File: src/rtl/periph_bus_pkg.sv
// Shared definitions for the peripheral bus master: op codes, FSM states,
// the peripheral address map and the read-modify-write merge.
package periph_bus_pkg;

    typedef enum logic [1:0] {
        OP_READ  = 2'd0,
        OP_WRITE = 2'd1,
        OP_RMW   = 2'd2,
        OP_POLL  = 2'd3
    } op_e;

    typedef enum logic [1:0] {
        S_IDLE,
        S_RD,
        S_WR,
        S_RESP
    } state_e;

    localparam logic [4:0] ADDR_DIN    = 5'd0;
    localparam logic [4:0] ADDR_DOUT   = 5'd4;
    localparam logic [4:0] ADDR_TIMER0 = 5'd8;
    localparam logic [4:0] ADDR_TIMER1 = 5'd12;
    localparam logic [4:0] ADDR_PWM0   = 5'd16;
    localparam logic [4:0] ADDR_ADOUT  = 5'd20;
    localparam logic [4:0] ADDR_7SEG   = 5'd24;

    function automatic logic [31:0] rmw_merge(input logic [31:0] cur,
                                              input logic [31:0] ins,
                                              input logic [31:0] mask);
        return (cur & ~mask) | (ins & mask);
    endfunction

endpackage

File: src/rtl/periph_bus_master.sv
// Single-outstanding command master for a simple peripheral bus:
// READ, WRITE, read-modify-write and bounded POLL with a valid/ready response.
module periph_bus_master
    import periph_bus_pkg::*;
#(
    parameter int POLL_TIMEOUT = 1000
) (
    input  logic        clk,
    input  logic        rst_n,
    input  logic        cmd_valid,
    output logic        cmd_ready,
    input  logic [1:0]  cmd_op,
    input  logic [4:0]  cmd_addr,
    input  logic [31:0] cmd_data,
    input  logic [31:0] cmd_mask,
    output logic        rsp_valid,
    input  logic        rsp_ready,
    output logic [31:0] rsp_data,
    output logic        rsp_err,
    output logic [4:0]  A,
    output logic [31:0] WD,
    output logic        WE,
    input  logic [31:0] RD
);

    localparam int             CW  = $clog2(POLL_TIMEOUT + 1);
    localparam logic [CW-1:0]  TMO = CW'(POLL_TIMEOUT);

    state_e        state, state_nxt;
    op_e           op_q;
    logic [4:0]    addr_q;
    logic [31:0]   data_q, mask_q, rd_q, rsp_data_q;
    logic          rsp_err_q;
    logic [CW-1:0] cnt_q, cnt_inc;
    logic          poll_hit, poll_to;
    logic [31:0]   wr_val;

    always_comb begin
        state_nxt = state;
        cmd_ready = 1'b0;
        rsp_valid = 1'b0;
        WE        = 1'b0;
        WD        = '0;
        cnt_inc   = cnt_q + CW'(1);
        poll_hit  = ((RD ^ data_q) & mask_q) == '0;
        // cnt_inc counts the read in progress, so exactly POLL_TIMEOUT reads occur
        poll_to   = cnt_inc == TMO;
        wr_val    = (op_q == OP_RMW) ? rmw_merge(rd_q, data_q, mask_q) : data_q;
        case (state)
            S_IDLE: begin
                cmd_ready = rst_n;
                if (cmd_valid)
                    state_nxt = (cmd_op == OP_WRITE) ? S_WR : S_RD;
            end
            S_RD: begin
                case (op_q)
                    OP_RMW:  state_nxt = S_WR;
                    OP_POLL: if (poll_hit || poll_to) state_nxt = S_RESP;
                    default: state_nxt = S_RESP;
                endcase
            end
            S_WR: begin
                WE        = 1'b1;
                WD        = wr_val;
                state_nxt = S_RESP;
            end
            S_RESP: begin
                rsp_valid = 1'b1;
                if (rsp_ready) state_nxt = S_IDLE;
            end
            default: state_nxt = S_IDLE;
        endcase
    end

    always_ff @(posedge clk or negedge rst_n) begin
        if (!rst_n) begin
            state      <= S_IDLE;
            op_q       <= OP_READ;
            addr_q     <= '0;
            data_q     <= '0;
            mask_q     <= '0;
            rd_q       <= '0;
            rsp_data_q <= '0;
            rsp_err_q  <= 1'b0;
            cnt_q      <= '0;
        end else begin
            state <= state_nxt;
            case (state)
                S_IDLE: if (cmd_valid) begin
                    op_q   <= op_e'(cmd_op);
                    addr_q <= cmd_addr;
                    data_q <= cmd_data;
                    mask_q <= cmd_mask;
                    cnt_q  <= '0;
                end
                S_RD: begin
                    rd_q       <= RD;
                    rsp_data_q <= RD;
                    rsp_err_q  <= (op_q == OP_POLL) && !poll_hit && poll_to;
                    if (op_q == OP_POLL && !poll_hit && !poll_to) cnt_q <= cnt_inc;
                end
                S_WR: begin
                    rsp_data_q <= wr_val;
                    rsp_err_q  <= 1'b0;
                end
                default: ;
            endcase
        end
    end

    assign A        = addr_q;
    assign rsp_data = rsp_data_q;
    assign rsp_err  = rsp_err_q;

endmodule

File: config.mk
export PLATFORM = sky130hd
export DESIGN_NAME = periph_bus_master
export DESIGN_NICKNAME = d
export VERILOG_FILES = /design/src/rtl/periph_bus_pkg.sv /design/src/rtl/periph_bus_master.sv
export SDC_FILE = /design/constraint.sdc
export NUM_CORES = 1
export LEC_CHECK = 0
export BUFFER_PORTS_ARGS = -buffer_cell sky130_fd_sc_hd__buf_4
export CAP_MARGIN = 20
export CORE_MARGIN = 2
export CORE_UTILIZATION = 35
export DETAILED_ROUTE_END_ITERATION = 10
export MAX_ROUTING_LAYER = met4
export RECOVER_POWER = 25
export SYNTH_ARGS = -nofsm -noshare
export SYNTH_HDL_FRONTEND = slang
export SYNTH_SLANG_ARGS = --single-unit
File: constraint.sdc
create_clock -name clk -period 5.8 [get_ports clk]
set_input_delay 0.58 -clock clk [delete_from_list [all_inputs] [get_ports clk]]
set_output_delay 0.58 -clock clk [all_outputs]
set_load 0.005 [all_outputs]
# Yosys cells after proc, flatten, opt, wreduce, memory -nomap -nowiden
# Cells that the tools add are included.
[totals]
reg_bits = 148
output_inout_bits = 73
wordCells = 56
in_bits = 107
[op_classes]
mux = 16
n_addsub = 1
n_eq_ne = 11
n_reduce_logical = 13
bitwise = 6
[ops]
columns = ["operator", "count"]
rows = [
  ["32-bit AND", 3],
  ["32-bit two-way mux", 2],
  ["32-bit one-hot mux with 2 select lines", 1],
  ["32-bit logical NOT", 1],
  ["32-bit inverter", 1],
  ["32-bit bitwise OR", 1],
  ["32-bit bitwise XOR", 1],
  ["10-bit two-way mux", 2],
  ["10-bit one-hot mux with 2 select lines", 1],
  ["10-bit by 1-bit adder with 10-bit output (second input constant)", 1],
  ["10-bit equality test (second input constant)", 1],
  ["2-bit equality test (second input constant)", 4],
  ["2-bit two-way mux", 4],
  ["2-bit one-hot mux with 4 select lines", 1],
  ["2-bit inequality test (second input constant)", 3],
  ["3-bit AND reduction", 2],
  ["2-bit by 1-bit equality test with 1-bit output (second input constant)", 2],
  ["2-bit one-hot mux with 2 select lines", 1],
  ["2-bit nonzero test", 2],
  ["1-bit logical AND", 3],
  ["1-bit two-way mux", 3],
  ["3-bit inequality test (second input constant)", 1],
  ["1-bit logical NOT", 2],
  ["2-bit logical NOT", 1],
  ["other kinds (3)", 3],
]

# Logic depth before layout (Yosys ltp)
# Gate-level depths: netlist of the first run.
[depth]
word_depth = 8
ltp_mapped = 8

# Worst setup path before layout of the first run
# Ideal clock, no wire load.
[synth_timing]
path_type = "input port to flip-flop"
startpoint = "input port RD[31]"
endpoint = "register state[1]"
setup_time_ns = 0.125
arrival_time_ns = 2.139
required_time_ns = 5.675
stages = 7
path_slack_ns = 3.536
path_cell_list = "xor2_1 -> a22oi_1 -> nand4_1 -> or4_1 -> buf_2 -> a21o_1 -> mux2_4"
[synth_via]
elab_chain_cells = 6
[synth_rtl]
columns = ["item", "line_no", "source"]
rows = [
  ["from (decl)", "periph_bus_master.sv:23", "input logic [31:0] RD"],
  ["32-bit bitwise XOR", "periph_bus_master.sv:45", "poll_hit = ((RD ^ data_q) & mask_q) == '0;"],
  ["32-bit AND", "periph_bus_master.sv:45", ""],
  ["32-bit logical NOT", "periph_bus_master.sv:45", ""],
  ["1-bit logical OR", "periph_bus_master.sv:58", "OP_POLL: if (poll_hit || poll_to) state_nxt = S_RESP;"],
  ["3-bit inequality test (no source line)", "n/a", ""],
  ["3-bit AND reduction (no source line)", "n/a", ""],
  ["to (signal assigned)", "periph_bus_master.sv:87", "state <= state_nxt;"],
  ["to (decl)", "periph_bus_master.sv:29", "state_e state, state_nxt;"],
]
# Every way passes these cells.
# A chain may end at the register's enable or synchronous reset.

==> flow_metrics.env, run 1 <==
export IMPL_cpPeakStageDelay_ns=1.65
export IMPL_crit_type="in2async"
export IMPL_hold_viol_final=0
export IMPL_final_layout_size_suffix_gt1_frac=0.450
export IMPL_setup_tns_ns=0
export IMPL_row_count=53
export IMPL_ios=180
export IMPL_path_max_fanout=60
export IMPL_peakVddDrop_mv=0.262
export IMPL_cts_root_buf="clkbuf_16"
export IMPL_hp_class="in2reg"
export IMPL_dieArea_mm2=0.0222
export IMPL_critPathSlowestCell="clkbuf_1"
export IMPL_synth_edf_count=0
export IMPL_finalCritPeriodShare=0.593
export IMPL_rsz0062_at_grt="false"
export IMPL_synthFlopType="dfrtp_1"
export IMPL_ant_nets=0
export IMPL_grt_pass1_vias=5508
export IMPL_grt_pass1_wl_um=29700
export IMPL_skew_ns=0.00788
export IMPL_worstMarginPinSlew_ns=2.36
export IMPL_post_cts_setup_buffers=0
export IMPL_maxCapViolCount=2
export IMPL_ys_ff_latch=148
export IMPL_num_fill_cells=2019
export IMPL_power_density_mw_per_mm2=564
export IMPL_synth_fp_nets=735
export IMPL_critPathTopFamily="buffers and inverters"
export IMPL_crit_buf_inv=2
export IMPL_core_mm2=0.0208
export IMPL_numCtsBuffers=17
export IMPL_viasPerCell=4.94
export IMPL_finalSetupViolations=0
export IMPL_final_max_slew_viol_count=104
export IMPL_clk_latency_ns=0.42
export IMPL_yosysSeqAreaShare=0.504
export IMPL_ctsResizeCount=0
export IMPL_detail_route_iter0_violations=249
export IMPL_cts_tree="done"
export IMPL_port_buffers=179
export IMPL_final_min_clock_period_ns=3.44
export IMPL_overflow=0
export IMPL_cts_hold_fix_buffers=0
export IMPL_instances_no_fill=1079
export IMPL_htreeDepth=4
export IMPL_gp_congestion=0.825
export IMPL_die_h_um=149
export IMPL_vias=5333
export IMPL_drc=0
export IMPL_synth_top_cell_area_share=0.504
export IMPL_cts_sinks=148
export IMPL_grt_max_degree=100
export IMPL_start_kind="input pin"
export IMPL_clock_path_buffers=2
export IMPL_diodes=0
export IMPL_syn2layout_area_growth_pct=30.4
export IMPL_arrival_ns=3.69
export IMPL_netlist_instances=622
export IMPL_cp_cell_sequence="clkbuf_1 -> clkbuf_2"
export IMPL_fmax_ghz=0.291
export IMPL_grt_usage=0.181
export IMPL_relSlewSlack=-0.576
export IMPL_yosysUniqueCellTypes=43
export IMPL_p_leak_nw=4.24
export IMPL_layout_nets=904
export IMPL_failed_checks="capacitance limit, slew limit"
export IMPL_postSynthAreaPerCell_um2=11.8
export IMPL_syn_area_mm2=0.00735
export IMPL_antenna_found_initial=0
export IMPL_synthArstFlopShare=1.00
export IMPL_synth_top_area_cell="dfrtp_1"
export IMPL_worstPathRequired_ns=6.05
export IMPL_clkSlewWorstSetupHoldPaths_ns=0.06
export IMPL_drt_pass1_iterations=4
export IMPL_outcome="finished with violations"
export IMPL_holdWs_ns=0.385
export IMPL_synth_area_leaders="dfrtp_1 50%, mux2_2 21%, mux2i_1 4.6%"
export IMPL_wl_per_cell_um=17.3
export IMPL_post_dp_hpwl_um=12800
export IMPL_die_width_um=149
export IMPL_ys_warnings_count=0
export IMPL_routed_wl_um=18700
export IMPL_endpoint_kind="async pin"
export IMPL_placed_cells=1047
export IMPL_initial_core_util=0.353
routing by layer:
layer	GRT usage	routed length, µm	vias up
met5	-	0	-
met1	0.228	8480	2653
met3	0.0434	953	16
met4	0.0505	235	0
li1	-	-	2540
met2	0.291	8990	124
cells in the final DEF (no fill, tap or decap), drive strengths merged, types with 2 or more instances in the layout:
cell type,instances
nor3,5
inv,4
nor4,3
clkbuf,22
and2,5
a221o,5
ha,6
mux2,136
nand3,7
nor2b,34
a21oi,36
nand4,8
nor2,66
o211ai,4
bufinv,4
clkinvlp,5
a21o,2
or4,2
nand2b,2
nand2,10
clkinv,3
a22oi,17
o21a,2
dfrtp,148
o21ai,7
mux2i,34
xor2,32
buf,182
or3,3
final timing paths:
kind,start,end,slack [ns],cells past startpoint
max in group clk,rst_n,cmd_ready,2.54,3
max,rst_n,op_q[1]$_DFFE_PN0P_,2.36,2
max reg2reg,cnt_q[0]$_DFFE_PN0P_,cnt_q[8]$_DFFE_PN0P_,3.20,7
min in group asynchronous,rst_n,rsp_data[8]$_DFFE_PN0P_,0.86,1
min,cmd_data[16],data_q[16]$_DFFE_PN0P_,0.39,2
min reg2reg,rsp_err$_DFFE_PN0P_,rsp_err$_DFFE_PN0P_,0.50,2
power by group:
group | internal, mW | total, mW | switching, mW
clock network | 0.732 | 1.17 | 0.443
registers | 1.55 | 1.90 | 0.351
logic | 1.29 | 2.33 | 1.04
total | 3.57 | 5.41 | 1.84
through the flow:
stage / total power, mW / area (µm²) / setup WS, ns / utilization
2_1_floorplan: 3.41 / 7350 / 3.54 / -
3_3_place_gp: 4.26 / 8970 / 3.01 / 0.431
3_5_place_dp: 4.30 / 8970 / 3.01 / 0.431
4_1_cts: 5.50 / 9600 / 2.79 / 0.461
5_1_grt: 5.79 / 9590 / 1.57 / 0.461
6_report: 5.41 / 9590 / 2.36 / 0.461
final cells by class:
class                           instances  area (µm²)  share of cell area
Sequential cell                       148        3700               0.386
Multi-Input combinational cell        436        3520               0.368
Timing Repair Buffer                  184        1380               0.143
Clock buffer                           20         447              0.0466
Tap cell                              275         344              0.0359
Clock inverter                         12         180              0.0188
Inverter                                4        15.0             0.00157
kinds of logic (layout without fill, tap and decap cells):
family	count (synthesis)	after routing	share of synthesized area
multiplexers	170	170	0.255
XOR/XNOR	32	32	0.0381
AND/OR/NAND/NOR	150	150	0.103
buffers and inverters	38	220	0.0209
AO/OA/AOI/OAI	78	78	0.0691
adder cells (fa/ha/maj)	6	6	0.0102
flip-flops	148	148	0.504
cell usage after synthesis (all sizes together), types with 2 or more instances:
cell type,instances
a22oi,17
nor2b,34
inv,4
a21o,2
nor4,3
o211ai,4
o21a,2
nor3,5
buf,6
nand2,10
nand4,8
a221o,5
mux2i,34
and2,5
nand2b,2
nand3,7
dfrtp,148
or3,3
xor2,32
o21ai,7
or4,2
a21oi,36
nor2,66
mux2,136
ha,6
clkbuf,28
registers in the layout, summed over array words and instances, names as in the netlist:
signal and cells:
rsp_err 1, cnt_q 10, rsp_data 32, rd_q 32, mask_q 32, data_q 32
state 2, op_q 2, A 5
No activity file was read; power rests on OpenSTA's default activity.
==> inputs of run 2 (changes only) <==
==> constraint.sdc (replaced) <==
create_clock -name clk -period 2.9 [get_ports clk]
set_input_delay 0.29 -clock clk [delete_from_list [all_inputs] [get_ports clk]]
set_output_delay 0.29 -clock clk [all_outputs]
set_load 0.005 [all_outputs]
==> flow_metrics.env, run 2 (same netlist as run 1, synthesis figures left out) <==
export IMPL_grt_pass1_vias=5400
export IMPL_power_density_mw_per_mm2=1130
export IMPL_num_fill_cells=1973
export IMPL_outcome="finished clean"
export IMPL_maxCapViolCount=0
export IMPL_stdcell_area_mm2=0.00968
export IMPL_post_dp_hpwl_um=13400
export IMPL_clock_path_buffers=2
export IMPL_vias=5351
export IMPL_cts_sinks=148
export IMPL_diodes=0
export IMPL_antenna_found_initial=0
export IMPL_start_kind="flip-flop"
export IMPL_viasPerCell=4.92
export IMPL_cts_root_buf="clkbuf_16"
export IMPL_hold_viol_final=0
export IMPL_power_mw=10.9
export IMPL_drc=0
export IMPL_grt_pass1_wl_um=29800
export IMPL_finalCritPeriodShare=0.860
export IMPL_layout_common_cells="148 x dfrtp_1, 147 x buf_4, 135 x mux2_2"
export IMPL_relSlewSlack=0.0149
export IMPL_setup_tns_ns=0
export IMPL_p_leak_nw=4.29
export IMPL_clk_latency_ns=0.43
export IMPL_final_layout_size_suffix_gt1_frac=0.450
export IMPL_hp_class="in2reg"
export IMPL_core_mm2=0.0208
export IMPL_cts_tree="done"
export IMPL_grt_usage=0.181
export IMPL_ant_nets=0
export IMPL_ctsResizeCount=0
export IMPL_crit_type="reg2reg"
export IMPL_initial_core_util=0.353
export IMPL_drt_pass1_iterations=4
export IMPL_numCtsBuffers=17
export IMPL_htreeDepth=4
export IMPL_wl_per_cell_um=17.4
export IMPL_cts_hold_fix_buffers=1
export IMPL_gp_congestion=0.846
export IMPL_endpoint_kind="flip-flop"
export IMPL_mostFrequentLayoutCell="dfrtp_1"
export IMPL_die_width_um=149
export IMPL_arrival_ns=2.80
export IMPL_detail_route_iter0_violations=256
export IMPL_dieArea_mm2=0.0222
export IMPL_path_max_fanout=6
export IMPL_row_count=53
export IMPL_grt_max_degree=72
export IMPL_worstPathRequired_ns=3.21
export IMPL_port_buffers=179
export IMPL_peakVddDrop_mv=0.503
export IMPL_r2r_slack_ns=0.41
export IMPL_overflow=0
export IMPL_skew_ns=0.0109
export IMPL_rsz0062_at_grt="false"
export IMPL_final_min_clock_period_ns=2.49
export IMPL_worstMarginPinSlew_ns=1.48
export IMPL_layout_nets=912
export IMPL_die_h_um=149
export IMPL_post_cts_setup_buffers=0
export IMPL_critPathSlowestCell="or4_1"
export IMPL_syn2layout_area_growth_pct=31.7
export IMPL_clkSlewWorstSetupHoldPaths_ns=0.07
export IMPL_routed_wl_um=19000
export IMPL_final_max_slew_viol_count=0
export IMPL_ios=180
export IMPL_fmax_ghz=0.401
export IMPL_placed_area_mm2=0.00907
export IMPL_cp_cell_sequence="xor2_1 -> a22oi_1 -> nand4_1 -> or4_1 -> a21o_1 -> mux2_4"
export IMPL_finalSetupViolations=0
export IMPL_seq_area_mm2=0.00370
export IMPL_cpPeakStageDelay_ns=0.66
export IMPL_multi_input_area_mm2=0.00352
## run 2: worst max-delay path, delay by kind of cell, from the launching register on
| kind | cells | cell delay, ns |
|---|---|---|
| mux | 1 | 0.30 |
| simple gates | 2 | 0.87 |
| compound gates | 2 | 0.64 |
| xor+xnor | 1 | 0.18 |
| flops | 1 | 0.40 |
## run 2: per-layer routing
| metal | routed length [µm] | track usage |
|---|---|---|
| met1 | 8780 | 0.236 |
| met2 | 8820 | 0.279 |
| met3 | 1030 | 0.0431 |
| met4 | 334 | 0.0610 |
| met5 | 0 | - |
## run 2: path summary, 6_finish.rpt
check	start	endpoint	cells after the start
worst max-delay path	data_q[29]$_DFFE_PN0P_	state[1]$_DFFE_PN0P_	6
worst min-delay path	cmd_data[20]	data_q[20]$_DFFE_PN0P_	2
worst max register to register	data_q[29]$_DFFE_PN0P_	state[1]$_DFFE_PN0P_	6
worst min register to register	rsp_data[10]$_DFFE_PN0P_	rsp_data[10]$_DFFE_PN0P_	1
max in group asynchronous	rst_n	cnt_q[6]$_DFFE_PN0P_	3
min in group asynchronous	rst_n	rsp_data[8]$_DFFE_PN0P_	2
## run 2: stage by stage
stage	worst slack, ns	util	cells	hold slack [ns]
global route	0.285	0.465	1087	0.0750
global placement	0.438	0.436	1054	0.298
detailed placement	0.403	0.436	1054	0.298
finish	0.405	0.465	1087	0.0913
CTS	0.385	0.466	1087	0.0715
floorplan	0.779	-	622	-0.00559
## run 2: layout make-up
class / count / share of cell area
Inverter: 4 / 0.00155
Clock inverter: 13 / 0.0178
Sequential cell: 148 / 0.382
Clock buffer: 19 / 0.0468
Tap cell: 275 / 0.0355
Timing Repair Buffer: 192 / 0.152
Multi-Input combinational cell: 436 / 0.364
## run 2: power breakdown
group          switching, mW  internal [mW]  leakage, nW  total (mW)
Clock                  0.930           1.42        0.305        2.34
Sequential             0.694           3.10         1.76        3.79
Combinational           2.15           2.65         2.22        4.80
